===== config.mk =====
export PLATFORM = sky130hd
export DESIGN_NAME = buffer_supplier
export DESIGN_NICKNAME = d
export VERILOG_FILES = /design/src/rtl/buffer_supplier.sv
export SDC_FILE = /design/constraint.sdc
export NUM_CORES = 1
export LEC_CHECK = 0
export CAP_MARGIN = 0
export CELL_PAD_IN_SITES_DETAIL_PLACEMENT = 1
export CELL_PAD_IN_SITES_GLOBAL_PLACEMENT = 1
export CORE_MARGIN = 2
export CORE_UTILIZATION = 42
export CTS_BUF_LIST = sky130_fd_sc_hd__clkbuf_4 sky130_fd_sc_hd__clkbuf_8
export DETAILED_ROUTE_END_ITERATION = 10
export PLACE_DENSITY_LB_ADDON = 0.1
export SKIP_LAST_GASP = 1
export SYNTH_ARGS = -nofsm -noshare
export SYNTH_HDL_FRONTEND = slang
export SYNTH_SLANG_ARGS = --single-unit

===== constraint.sdc =====
create_clock -name clk -period 2.1 [get_ports clk]
set_input_delay 0.21 -clock clk [delete_from_list [all_inputs] [get_ports clk]]
set_output_delay 0.21 -clock clk [all_outputs]
set_load 0.005 [all_outputs]

===== src/rtl/buffer_supplier.sv =====
// buffer_supplier
//   Producer end of the buffer -> scratchpad handshake for one CNN PE.
//   Upstream words enter a first-word-fall-through FIFO. The head word is
//   presented on valid/dout, and one word is popped per req_buffer pulse.
//   A saturating occupancy counter tracks how many scratchpad slots are
//   filled. It drives permission.
//
// Ports
//   clk         rising-edge clock
//   rst         synchronous active-high reset
//   in_data     upstream word
//   in_valid    upstream word present
//   in_ready    FIFO can accept (!full)
//   valid       FIFO non-empty
//   dout        head word (combinational from storage)
//   req_buffer  one-cycle pop request from the scratchpad read controller
//   permission  scratchpad has a free slot
//   sp_release  one-cycle pulse, PE consumed one scratchpad slot
//   err         sticky protocol error
//
// Optional feature
//   BUF_ERR_CHECK_EN : when defined, err latches on underflow (req_buffer
//                      while empty) or over-release (sp_release while the
//                      occupancy is 0). When undefined, err is tied to 0.

module buffer_supplier #(
    parameter int DATA_W  = 8,
    parameter int DEPTH   = 4,
    parameter int SP_SIZE = 4
) (
    input  logic              clk,
    input  logic              rst,
    input  logic [DATA_W-1:0] in_data,
    input  logic              in_valid,
    output logic              in_ready,
    output logic              valid,
    output logic [DATA_W-1:0] dout,
    input  logic              req_buffer,
    output logic              permission,
    input  logic              sp_release,
    output logic              err
);

    localparam int PTR_W = (DEPTH > 1) ? $clog2(DEPTH) : 1;
    localparam int CNT_W = $clog2(DEPTH + 1);
    localparam int SP_W  = $clog2(SP_SIZE + 1);

    logic [DATA_W-1:0] mem [DEPTH];
    logic [PTR_W-1:0]  wr_ptr;
    logic [PTR_W-1:0]  rd_ptr;
    logic [CNT_W-1:0]  count;
    logic [SP_W-1:0]   sp_used;

    logic full;
    logic push;
    logic pop;

    assign full       = (count == CNT_W'(DEPTH));
    assign in_ready   = !full;
    assign valid      = (count != '0);
    assign push       = in_valid && !full;
    assign pop        = req_buffer && valid;
    assign dout       = mem[rd_ptr];
    assign permission = (sp_used < SP_W'(SP_SIZE));

    // Storage is not reset. dout is only meaningful while valid is high.
    always_ff @(posedge clk) begin
        if (push) begin
            mem[wr_ptr] <= in_data;
        end
    end

    // DEPTH is a power of two, so the pointers wrap naturally.
    always_ff @(posedge clk) begin
        if (rst) begin
            wr_ptr <= '0;
            rd_ptr <= '0;
            count  <= '0;
        end else begin
            if (push) begin
                wr_ptr <= wr_ptr + PTR_W'(1);
            end
            if (pop) begin
                rd_ptr <= rd_ptr + PTR_W'(1);
            end
            case ({push, pop})
                2'b10:   count <= count + CNT_W'(1);
                2'b01:   count <= count - CNT_W'(1);
                default: count <= count;
            endcase
        end
    end

    // Occupancy saturates at both ends rather than wrapping.
    always_ff @(posedge clk) begin
        if (rst) begin
            sp_used <= '0;
        end else begin
            case ({pop, sp_release})
                2'b10: begin
                    if (sp_used != SP_W'(SP_SIZE)) begin
                        sp_used <= sp_used + SP_W'(1);
                    end
                end
                2'b01: begin
                    if (sp_used != '0) begin
                        sp_used <= sp_used - SP_W'(1);
                    end
                end
                default: sp_used <= sp_used;
            endcase
        end
    end

`ifdef BUF_ERR_CHECK_EN
    logic err_q;

    always_ff @(posedge clk) begin
        if (rst) begin
            err_q <= 1'b0;
        end else if ((req_buffer && !valid) || (sp_release && sp_used == '0)) begin
            err_q <= 1'b1;
        end
    end

    assign err = err_q;
`else
    assign err = 1'b0;
`endif

endmodule


==> qor.yml <==
run_status:
  status: "finished with violations"
  violations: "negative setup slack"
synth:
  synthArstFlopShare: 0
  synth_nets: 141
  synthCells: 118
  yosys-top-cells-count: "edfxtp_1, dfxtp_1, nor2_1"
  synth.most_common_cell: "edfxtp_1"
  syn_area_per_cell_um2: 15.7
  synth-edff-count: 32
  synth_seq_cells: 44
  yosys.area.top_type_share: 0.518
  yosys-top-cells-area: "edfxtp_1, dfxtp_1, mux4_2"
  ys_seq_area_frac: 0.647
  yosys.cell_types.count: 30
  syn_area_mm2: 0.00186
  synth_top_area_cell: "edfxtp_1"
  synthFlopType: "edfxtp_1"
  ys_warn_count: 0
sta:
  final.setup.tns_ns: -0.0393
  rsz0062_at_grt: "true"
  hold_slack_ns: 0.521
  tightestPinTransition_ns: 0.500
  setup_viol: 1
  period_needed_ns: 2.14
  period_share: 1.02
  fin_skew_ns: 0.00340
  slew_viol_final: 0
  slew_headroom: 0.666
  worst_slack_ns: -0.0393
  max_freq_mhz: 467
  final_hold_viol_count: 0
cells_and_area:
  nNetsFinal: 175
  drive_gt1_frac: 0.301
  final_util: 0.542
  syn2layout_area_growth_pct: 25.4
  final_cells: 205
  fillers: 421
  diodes: 0
floorplanning:
  io_pins: 25
  die-area_mm2: 0.00497
  dieHeight_um: 70.5
  rows: 24
  dieWidth_um: 70.5
  core_area_mm2: 0.00429
  start_util: 0.432
power_and_ir_drop:
  powerDensity_mw_per_mm2: 1190
  peakVddDrop_uv: 461
  leakage_nw: 0.823
global_routing:
  grt_pass1_vias: 1098
  grt.overflow.total: 0
  track_usage: 0.152
  grt_pass1_wl_um: 5590
  antenna_found_initial: 0
  grt_max_degree: 14
placed_design:
  dp_cells: 196
  place_ws_ns: -0.0606
  io_buffers: 23
  gp_congestion: 0.691
  hpwl_um: 2470
setup_path:
  end_kind: "flip-flop"
  start_kind: "flip-flop"
  cp_data_required_time_ns: 2.31
  rr_startpoint: "count[1]"
  critPathArrivalTime_ns: 2.35
  rrSetupSlack_ns: -0.04
  critPathMaxFanout: 3
  r2r_cells: 9
  r2r_end: "count[2]"
  worstSetupPathType: "reg -> reg"
min_path:
  whs_path_depth: 2
  hp-class: "reg -> reg"
  min-delay-start: "wr_ptr[1]"
  min_delay_worst_endpoint: "wr_ptr[1]"
routing:
  num_vias: 1013
  route.antenna.remaining_nets: 0
  wl_per_cell_um: 16.5
  remaining_drc_errors: 0
  dr.first_iter.drc_count: 37
  viasPerCell: 4.94
  routed_wl_um: 3380
  firstDrtPassIters: 4
run:
  cap_viol_max_count: 0
clock_tree:
  ctsHoldBuffers: 0
  cts_root_buf: "clkbuf_8"
  cts_tree: "built"
  numCtsBuffers: 5
  cts_sinks: 44
  ctsLongestPathBuffers: 2
  ctsHtreeMaxLevel: 2
  insertion_delay_ns: 0.29
  clk_pin_slew_ns: 0.08
## worst max path at each step
stage / from / endpoint / slack (ns) / depth (start not counted)
floorplan: count[1] / count[2] / 0.008 / 9
global placement: count[2] / count[2] / 0.02 / 9
detailed placement: count[2] / count[2] / -0.06 / 9
CTS: count[1] / count[2] / -0.03 / 9
global route: count[1] / count[2] / -0.13 / 9
finish: count[1] / count[2] / -0.04 / 9
## placed cells by master (no fill, tap or decap), types with 2 or more instances in the layout
cell type	count
ha_4	2
edfxtp_1	32
inv_1	7
xor2_1	4
mux4_2	8
clkbuf_8	5
dfxtp_1	10
and3_2	4
nand2_1	4
clkdlybuf4s50_1	23
buf_4	7
nor2_1	10
a21oi_2	3
xnor2_1	4
ha_1	6
a21oi_1	2
dfxtp_2	2
## worst max-delay path: stages, from the launching register on
cell	delay [ns]
dfxtp_2	0.33
or3b_4	0.39
and2_4	0.16
clkinv_4	0.05
ha_4	0.13
inv_1	0.05
fa_2	0.33
xor2_1	0.15
or3_1	0.32
a21oi_2	0.14
## registers in the layout (all words and copies together), names as in the netlist, named ones only
signal	cells
count	3
mem	32
rd_ptr	2
sp_used	3
wr_ptr	2
## logic make-up after synthesis
family,Yosys count,synth area share
flops,44,0.647
simple gates,24,0.0714
buf+inv,13,0.0317
fa+ha+maj,10,0.0714
compound gates,9,0.0357
mux,9,0.103
xor+xnor,8,0.0377
other cells,1,0.00202
## per-layer routing
| layer | up-vias | part of all wire | global-route usage | routed length, um |
|---|---|---|---|---|
| li1 | 488 | - | - | - |
| met1 | 504 | 0.43 | 0.183 | 1450 |
| met2 | 17 | 0.53 | 0.267 | 1790 |
| met3 | 4 | 0.032 | 0.0447 | 109 |
| met4 | 0 | 0.0065 | 0.0385 | 22 |
| met5 | - | 0 | 0 | 0 |
## repair_timing
item	in CTS	in global routing
gates resized for setup	2	7
pin swaps	1	4
setup buffers	1	0
endpoints found under the setup margin	1	4
## power by group
| part | total, W | internal [W] | switching (W) |
|---|---|---|---|
| logic | 0.00108 | 0.000615 | 0.000461 |
| clock network | 0.000516 | 0.000244 | 0.000273 |
| registers | 0.00117 | 0.00108 | 0.0000902 |
## cell type report
cell class	count	area, um^2	share of cell area
Timing Repair Buffer	31	294	0.126
Clock inverter	2	11.3	0.00484
Tap cell	52	65.1	0.0279
Clock buffer	6	76.3	0.0328
Sequential cell	44	1200	0.517
Inverter	9	38.8	0.0167
Multi-Input combinational cell	61	639	0.275
## metrics by stage
stage | power, W | cell area (um^2)
final | 0.00277 | 2330
after global routing | 0.00296 | 2330
after CTS | 0.00278 | 2300
after detailed placement | 0.00222 | 2190
after global placement | 0.00217 | 2190
after floorplan | 0.00179 | 1860
Power figures use the tool's default switching activity.
